**src/rtl/hex_page_sched.sv**
```systemverilog
// hex_page_sched: round-robin page scheduler that shares one two-digit hex display among byte slots
// Ports:
//   clk_i        system clock
//   rst_ni       synchronous active-low reset
//   wr_en_i      write strobe; stores wr_data_i into slot wr_slot_i and marks it valid
//   wr_slot_i    slot index for the write
//   wr_data_i    byte to store
//   clr_en_i     clear strobe; invalidates slot clr_slot_i (data kept)
//   clr_slot_i   slot index for the clear
//   hold_i       freeze rotation (dwell counter and pointer)
//   hex_val_o    byte currently shown, 00 when nothing is valid
//   cur_slot_o   index of the slot currently shown
//   cur_valid_o  1 when cur_slot_o holds valid data
module hex_page_sched #(
  parameter int NUM_SLOTS = 4,
  parameter int DWELL     = 12_000_000,
  parameter int CNT_W     = 24,
  parameter bit PREEMPT   = 1'b0,
  localparam int SLOT_W   = $clog2(NUM_SLOTS)
) (
  input  logic              clk_i,
  input  logic              rst_ni,
  input  logic              wr_en_i,
  input  logic [SLOT_W-1:0] wr_slot_i,
  input  logic [7:0]        wr_data_i,
  input  logic              clr_en_i,
  input  logic [SLOT_W-1:0] clr_slot_i,
  input  logic              hold_i,
  output logic [7:0]        hex_val_o,
  output logic [SLOT_W-1:0] cur_slot_o,
  output logic              cur_valid_o
);
  localparam logic [CNT_W-1:0] LAST = CNT_W'(DWELL - 1);
  logic [7:0]           data_q [NUM_SLOTS];
  logic [7:0]           data_d [NUM_SLOTS];
  logic [NUM_SLOTS-1:0] valid_q, valid_d;
  logic [SLOT_W-1:0]    cur_slot_q, cur_slot_d, nxt_slot, idx;
  logic                 cur_valid_q, cur_valid_d, found;
  logic [CNT_W-1:0]     cnt_q, cnt_d;
  // Clear is applied before write so a same-slot write wins.
  always_comb begin
    data_d  = data_q;
    valid_d = valid_q;
    if (clr_en_i) valid_d[clr_slot_i] = 1'b0;
    if (wr_en_i) begin
      valid_d[wr_slot_i] = 1'b1;
      data_d[wr_slot_i]  = wr_data_i;
    end
  end
  // First valid slot after the current one, wrapping back to the current slot itself.
  // NUM_SLOTS is a power of two, so index addition wraps naturally.
  always_comb begin
    nxt_slot = cur_slot_q;
    found    = 1'b0;
    idx      = cur_slot_q;
    for (int k = 1; k <= NUM_SLOTS; k++) begin
      idx = cur_slot_q + SLOT_W'(k);
      if (!found && valid_d[idx]) begin
        nxt_slot = idx;
        found    = 1'b1;
      end
    end
  end
  always_comb begin
    cur_slot_d = cur_slot_q;
    cnt_d      = cnt_q;
    if (PREEMPT && wr_en_i) begin
      cur_slot_d = wr_slot_i;
      cnt_d      = '0;
    end else if (valid_d == '0) begin
      cnt_d = '0;
    end else if (!cur_valid_q || !valid_d[cur_slot_q]) begin
      // Shown slot vanished or nothing was shown: move on even while held.
      cur_slot_d = nxt_slot;
      cnt_d      = '0;
    end else if (!hold_i) begin
      cur_slot_d = (cnt_q == LAST) ? nxt_slot : cur_slot_q;
      cnt_d      = (cnt_q == LAST) ? '0 : cnt_q + CNT_W'(1);
    end
    cur_valid_d = valid_d[cur_slot_d];
  end
  always_ff @(posedge clk_i) begin
    if (!rst_ni) begin
      data_q      <= '{default: '0};
      valid_q     <= '0;
      cur_slot_q  <= '0;
      cur_valid_q <= 1'b0;
      cnt_q       <= '0;
    end else begin
      data_q      <= data_d;
      valid_q     <= valid_d;
      cur_slot_q  <= cur_slot_d;
      cur_valid_q <= cur_valid_d;
      cnt_q       <= cnt_d;
    end
  end
  assign hex_val_o   = cur_valid_q ? data_q[cur_slot_q] : 8'h00;
  assign cur_slot_o  = cur_slot_q;
  assign cur_valid_o = cur_valid_q;
endmodule

```
**config.mk**
```make
export PLATFORM = sky130hd
export DESIGN_NAME = hex_page_sched
export DESIGN_NICKNAME = d
export VERILOG_FILES = /design/src/rtl/hex_page_sched.sv
export SDC_FILE = /design/constraint.sdc
export NUM_CORES = 1
export LEC_CHECK = 0
export CELL_PAD_IN_SITES_DETAIL_PLACEMENT = 1
export CELL_PAD_IN_SITES_GLOBAL_PLACEMENT = 1
export CORE_MARGIN = 2
export CORE_UTILIZATION = 46
export DETAILED_ROUTE_END_ITERATION = 8
export HOLD_SLACK_MARGIN = 0.03
export PLACE_DENSITY = 0.85
export SLEW_MARGIN = 25
export SYNTH_ARGS = -nofsm -noshare
export SYNTH_HDL_FRONTEND = slang
export SYNTH_SLANG_ARGS = --single-unit
```
**constraint.sdc**
```tcl
create_clock -name clk_i -period 4.4 [get_ports clk_i]
set_clock_uncertainty 0.1 [all_clocks]
set_input_delay 0.44 -clock clk_i [delete_from_list [all_inputs] [get_ports clk_i]]
set_output_delay 0.44 -clock clk_i [all_outputs]
set_load 0.03 [all_outputs]
```
== Word level (Yosys, flattened, before mapping) ==
Cells that the tools add are included.

* $add $sub $neg: 4
* Order comparisons: 12
* Equal/unequal tests: 1
* Multiplexer cells: 35
* Bitwise operators: 6
* Reductions and logical operators: 14

{| class="wikitable"
|+ Operators by type and width
! cell !! number
|-
| $bwmux 32 || 1
|-
| $mux 8 || 4
|-
| $add 24x1->24 const B || 1
|-
| $eq 24x24->1 const B || 1
|-
| $mux 24 || 1
|-
| $lt 2x3->1 const B || 7
|-
| $bmux 8 s2 || 1
|-
| $demux 8 s2 || 1
|-
| $mux 2 || 8
|-
| $bmux 1 s2 || 5
|-
| $mux 1 || 10
|-
| $mux 4 || 2
|-
| $ge 3x3->1 const B || 2
|-
| $logic_and 1x1->1 || 6
|-
| $not 2->3 || 2
|-
| $logic_not 1->1 || 5
|-
| $add 2x2->2 const B || 2
|-
| $and 4x4->4 || 1
|-
| $demux 1 s2 || 2
|-
| $ge 2x1->1 const B || 2
|-
| $logic_not 4->1 || 1
|-
| $not 4->4 || 1
|-
| $or 4x4->4 || 1
|-
| $lt 3x1->1 const B || 1
|-
| 4 further kinds || 4
|}

* Bits in registers: 63
* Input port bits: 17
* Output and inout port bits: 11
* Word-level logic and storage cells: 80

== Longest topological paths before layout ==
Gate-level depths: netlist of run 1.

* Depth in word-level cells: 27
* Gate-level depth with buffers: 8
* Depth with buffers taken out: 7

== Worst setup path before layout of run 1 ==
No wires, ideal clock.

* Path type: register -> output
* From: register cur_slot_q[0] (netlist: cur_slot_o[0])
* To: output hex_val_o[0]
* Arrival: 1.849 ns
* Required time: 3.860 ns
* Path slack: 2.011 ns
* Cell stages (with the launch flop): 4
* Buffers on the path: 1
* Cells stage by stage: dfxtp_1 buf_1 mux4_2 and2_1

* Word-level cells in the longest chain between the ends: 5

{| class="wikitable"
|+ RTL lines
! what !! line !! source
|-
| start: declaration || 37 || <nowiki>logic [SLOT_W-1:0] cur_slot_q, cur_slot_d, nxt_slot, idx;</nowiki>
|-
| start signal: assignment || 92 || <nowiki>cur_slot_q <= cur_slot_d;</nowiki>
|-
| $not 2->3 (not written as such) || 97 || <nowiki>assign hex_val_o = cur_valid_q ? data_q[cur_slot_q] : 8'h00;</nowiki>
|-
| $bmux 8 s2 || 97 ||
|-
| $mux 8 (not written as such) (2 in a row) || 97 ||
|-
| $mux 8 || 97 ||
|-
| end: declaration || 29 || <nowiki>output logic [7:0] hex_val_o,</nowiki>
|}

Every way passes these cells. The select of a mux whose other input is x is not followed.

== Worst setup path in the final report of run 1 ==
* From: register cur_slot_q[0] (netlist: cur_slot_o[0])
* To: output hex_val_o[7]

Same word-level chain as after synthesis.

==> flow_summary.yaml, run 1 <==
placement:
  hpwlAfterDp_um: 5100
  portBuffers: 27
  preCtsSetupSlack_ns: 1.12
  gp_congestion: 0.809
timing:
  period_share_pct: 70.3
  slew_headroom_pct: 45.7
  max_slew.worst_pin.slew_ns: 0.814
  period_minus_slack_ns: 3.09
  maxSlewViolCount: 0
  finalSetupTns_ns: 0
  setup_violations: 0
  fin_ws_ns: 1.31
  final-hold-violation-count: 0
  max_clock_freq_ghz: 0.323
  hold-worst-slack_ns: 0.367
  rsz0062_at_grt: "false"
worst_setup_path:
  cpPeakStageDelay_ns: 0.83
  endpoint_kind: "primary output"
  startpoint_type: "flop"
  crit_required_ns: 3.86
  path_cells: "mux4_2, and2_1, clkdlybuf4s50_1"
  crit_path_max_fanout: 13
  path_buf_inv: 1
  crit_arrival_ns: 2.55
  critPathSlowestCell: "dfxtp_1"
  crit_type: "flop to primary output"
  critPathTopFamily: "flip-flops"
cells_and_area:
  num-nets-final: 381
  seqCellArea_sq_um: 1260
  nFillCells: 777
  syn2layout_area_growth_pct: 15.4
  multi_input_area_sq_um: 1770
  drive_gt1_share_pct: 12.2
  n_antenna_cell: 0
cts:
  clockBufferDepth: 2
  htree_levels: 3
  cts.sinks: 63
  cts_tree: "done"
  clkTransAtPathRegs_ns: 0.07
  clk_latency_ns: 0.35
  postCtsSetupBuffers: 0
  ctsRootBufferMaster: "clkbuf_8"
  cts_buffers: 9
  cts_hold_buf: 0
  ctsResizeCount: 0
yosys:
  yosysMostFrequentCell: "dfxtp_1"
  ys_seq_area_share_pct: 40.3
  synth_mux_area_share_pct: 11.5
  synthCells: 335
  synth-adder-area-share_pct: 0.399
  synth_seq_cells: 63
  synth_compound_area_share_pct: 9.03
  synth_xor_area_share_pct: 6.43
  synth_area_leaders: "dfxtp_1 40%, nand2_1 5.9%, mux4_2 5.8%, mux2i_1 5.4%, nor2b_1 4.4%"
  synth_top_family_by_area: "simple AND/OR/NAND/NOR gates"
  yosys_warnings: 0
  yosysUniqueCellTypes: 51
  synth_area_sq_um: 3130
  yosys.area_share.simple_pct: 29.2
  synth-edff-count: 0
  synthArstFlopShare_pct: 0
  syn_avg_cell_area_sq_um: 9.35
  netlist_top_cells_count: "63 x dfxtp_1, 49 x nand2_1, 22 x nor2_1, 22 x nor2b_1, 17 x mux2i_1"
  yosysTopAreaCell: "dfxtp_1"
  synth_nets: 353
  yosys.area.top_type_share_pct: 40.3
  synth_flop_cell: "dfxtp_1"
route:
  drt-initial-drc-count: 83
  postRouteAntennaNets: 0
  routed_via_density: 5.54
  drc: 0
  drt-pass1-iter-count: 4
  dr_total_vias: 2483
  routed_wl_um: 7600
  post_drt_wl_per_cell_um: 17.0
grt:
  first_global_vias: 2575
  grt_start_max_net_pins: 45
  grt_pass1_wl_um: 12400
  grt-ovfl-total: 0
  track_usage_pct: 21.5
  antenna_found_initial: 0
run_status:
  outcome: "finished clean"
floorplan:
  die_w_um: 86.5
  io_pins: 28
  num_rows: 30
  initial_utilization_pct: 46.9
  die_h_um: 86.5
  core_sq_um: 6680
  die_area_sq_um: 7490
power:
  ir_drop_uv: 241
  p_total_uw: 1290
  powerDensity_nw_per_um2: 356
  p_leak_uw: 0.00124
flow_run:
  drv_cap: 0
min_path:
  hold_path.class: "flop to flop"
placed cells by master (no fill, tap or decap), drive strengths merged, types with 8 or more instances in the layout:
| cell type | instances |
|---|---|
| mux4 | 8 |
| mux2i | 17 |
| a21oi | 8 |
| nor2b | 22 |
| a21boi | 17 |
| nor2 | 32 |
| nand2 | 49 |
| clkdlybuf4s50 | 27 |
| dfxtp | 63 |
| xor2 | 14 |
| nand3 | 14 |
| and2 | 13 |
| clkbuf | 10 |
| xnor2 | 9 |
where the power goes:
group	internal, uW	switching, uW	total (uW)	leakage [uW]
Clock	201	236	437	0.0000781
Sequential	589	46.6	635	0.000511
Combinational	109	107	217	0.000652
Total	899	390	1290	0.00124
state kept, by name, summed over array words and instances (netlist names):
| signal | cells |
|---|---|
| cur_slot_o | 2 |
| cur_valid_o | 1 |
| valid_q | 4 |
| data_q | 32 |
| cnt_q | 24 |
final cells by class:
type | count | share of cell area (%)
multi-input combinational | 254 | 49.0
sequential | 63 | 34.9
timing repair buffer | 31 | 8.31
clock buffer | 10 | 3.53
tap | 80 | 2.77
clock inverter | 6 | 1.04
inverter | 4 | 0.415
worst paths after layout:
kind	slack, ns	from	endpoint	cells after the start
max reg2reg	1.66	cur_slot_o[0]	cnt_q[18]	6
min	0.37	data_q[2]	data_q[2]	2
max	1.31	cur_slot_o[0]	hex_val_o[7]	3
min reg2reg	0.37	data_q[2]	data_q[2]	2
per-layer routing:
layer  global-route usage, %  wire length [um]
met1                    26.9              3630
met2                    36.2              3660
met3                    3.52               185
met4                    10.1               133
met5                       0                 0
kinds of logic (layout without fill, tap and decap cells):
family	Yosys count	count (layout)
adders and majority gates	1	1
xor gates and xnor gates	23	23
buffers and inverters	18	51
DFF	63	63
muxes	26	26
and+or+nand+nor	166	166
AOI/OAI and AO/OA	38	38
through the flow:
| step | instances | utilization [%] | instance area [sq um] |
|---|---|---|---|
| floorplan | 335 | - | 3130 |
| global placement | 432 | 51.6 | 3450 |
| detailed placement | 432 | 51.6 | 3450 |
| CTS | 448 | 54.1 | 3610 |
| global route | 448 | 54.1 | 3610 |
| finish | 448 | 54.1 | 3610 |
worst min-delay path: cells and delay by family (launching register included):
kind            cells  cell delay [ns]
flops               1             0.31
simple gates        1             0.05
compound gates      1             0.07
No activity file was read; power rests on OpenSTA's default activity.
==> run 2: changes to the inputs <==
--- a/config.mk
+++ b/config.mk
@@ -8,10 +8,10 @@
 export CELL_PAD_IN_SITES_DETAIL_PLACEMENT = 1
 export CELL_PAD_IN_SITES_GLOBAL_PLACEMENT = 1
 export CORE_MARGIN = 2
-export CORE_UTILIZATION = 46
+export CORE_UTILIZATION = 40
 export DETAILED_ROUTE_END_ITERATION = 8
 export HOLD_SLACK_MARGIN = 0.03
-export PLACE_DENSITY = 0.85
+export PLACE_DENSITY = 0.78
 export SLEW_MARGIN = 25
 export SYNTH_ARGS = -nofsm -noshare
 export SYNTH_HDL_FRONTEND = slang
==> constraint.sdc (replaced) <==
create_clock -name clk_i -period 2.8 [get_ports clk_i]
set_clock_uncertainty 0.1 [all_clocks]
set_input_delay 0.28 -clock clk_i [delete_from_list [all_inputs] [get_ports clk_i]]
set_output_delay 0.28 -clock clk_i [all_outputs]
set_load 0.03 [all_outputs]
==> flow_summary.yaml, run 2 (synthesis results as in run 1) <==
run_status:
  outcome: "finished clean"
min_path:
  min_path_cells: 2
  hold_path.class: "flop to flop"
grt:
  grt_pass1_wl_um: 12500
  antenna_found_initial: 0
  grt_start_max_net_pins: 44
  track_usage_pct: 18.3
  first_global_vias: 2587
  grt-ovfl-total: 0
route:
  post_drt_wl_per_cell_um: 15.3
  drc: 0
  postRouteAntennaNets: 0
  drt-initial-drc-count: 87
  routed_via_density: 5.25
  dr_total_vias: 2504
  routed_wl_um: 7320
  drt-pass1-iter-count: 4
cells_and_area:
  syn2layout_area_growth_pct: 19.4
  top_register: "data_q"
  stdcell_area_sq_um: 3740
  largest_register_ffs: 32
  reg_top3: "data_q: 32 flops, cnt_q: 24 flops, valid_q: 4 flops"
  final_common_cell: "dfxtp_1"
  n_antenna_cell: 0
  final_cell_count_no_fill: 477
  num-nets-final: 388
  drive_gt1_share_pct: 13.9
  final_cell_mix: "62 x dfxtp_1, 49 x nand2_1, 27 x clkdlybuf4s50_1, 22 x nor2b_1, 22 x nor2_1"
cts:
  cts_hold_buf: 0
  clockBufferDepth: 2
  cts.sinks: 63
  clkTransAtPathRegs_ns: 0.07
  cts_buffers: 9
  cts_tree: "done"
  ctsRootBufferMaster: "clkbuf_8"
  htree_levels: 3
  clk_latency_ns: 0.33
timing:
  fin_ws_ns: 0.140
  setup_violations: 0
  finalSetupTns_ns: 0
  final-hold-violation-count: 0
  period_minus_slack_ns: 2.66
  maxSlewViolCount: 0
  slew_headroom_pct: 64.4
  max_clock_freq_ghz: 0.376
  rsz0062_at_grt: "false"
  hold-worst-slack_ns: 0.364
  max_slew.worst_pin.slew_ns: 0.529
  period_share_pct: 95.0
placement:
  hpwlAfterDp_um: 5010
  preCtsSetupSlack_ns: 0.187
  place_inst: 461
  placed_cell_area_sq_um: 3530
  gp_congestion: 0.794
  portBuffers: 27
worst_setup_path:
  r2r-start: "cnt_q[16]"
  crit_arrival_ns: 2.28
  r2r_end: "cnt_q[23]"
  endpoint_kind: "primary output"
  worstSetupStartpoint: "cur_slot_o[0]"
  cp-endpoint: "hex_val_o[0]"
  ff2ff_setup_slack_ns: 0.36
  crit_type: "flop to primary output"
  startpoint_type: "flop"
  r2r_cells: 5
  crit_path_max_fanout: 22
  crit_required_ns: 2.42
power:
  powerDensity_nw_per_um2: 581
  p_leak_uw: 0.00130
  ir_drop_uv: 267
floorplan:
  core_sq_um: 7650
  die_area_sq_um: 8560
  die_w_um: 92.5
  die_h_um: 92.5
  initial_utilization_pct: 41.0
  num_rows: 32
  io_pins: 28
flow_run:
  drv_cap: 0
-- run 2: changes by cell type in the layout (fill, tap and decap cells not counted) --
cell / before / now
clkinvlp_4: 3 / 1
clkinv_2: 3 / 0
dfxtp_1: 63 / 62
bufinv_16: 0 / 1
clkbuf_8: 9 / 12
buf_4: 4 / 11
clkbuf_1: 1 / 2
dfxtp_2: 0 / 1
-- run 2: how the worst min path moves through the flow --
stage	startpoint	endpoint	slack [ns]
final	data_q[11]	data_q[11]	0.36
after CTS	data_q[15]	data_q[15]	0.36
after global placement	data_q[1]	data_q[1]	0.35
after detailed placement	data_q[15]	data_q[15]	0.35
after floorplan	hold_i	cnt_q[0]	0.32
after global routing	data_q[15]	data_q[15]	0.39
-- run 2: report_power, final --
group | switching [uW] | internal [uW]
clock network | 346 | 486
logic | 206 | 177
registers | 34.6 | 926
total | 587 | 1590
-- run 2: layout make-up --
| type | instances | area (sq um) |
|---|---|---|
| Clock buffer | 14 | 173 |
| Clock inverter | 2 | 37.5 |
| Fill cell | 888 | 3910 |
| Inverter | 4 | 15.0 |
| Multi-Input combinational cell | 254 | 1770 |
| Sequential cell | 63 | 1260 |
| Tap cell | 102 | 128 |
| Timing Repair Buffer | 38 | 353 |
-- run 2: metrics by stage --
| stage | utilization, % | total power, uW |
|---|---|---|
| after global placement | 46.2 | 1350 |
| final | 48.9 | 2180 |
| after global routing | 48.9 | 2270 |
| after floorplan | - | 1230 |
| after CTS | 48.9 | 2190 |
| after detailed placement | 46.2 | 1370 |
-- run 2: layer usage --
layer	up-vias	GRT usage, %	wire [um]
met4	0	4.48	65
met1	1240	23.8	3510
met2	25	31.0	3590
li1	1233	-	-
met5	-	0	0
met3	6	4.15	142
-- run 2: critical path: stages (launching register included) --
cell,delay [ns]
dfxtp_1,0.31
buf_4,0.29
mux4_2,0.55
and2_1,0.19
clkdlybuf4s50_1,0.59
-- run 2: what timing repair did --
item	4_1_cts	5_1_grt
buffers inserted	0	0
endpoints found under the setup margin	1	0
resized for setup	1	0
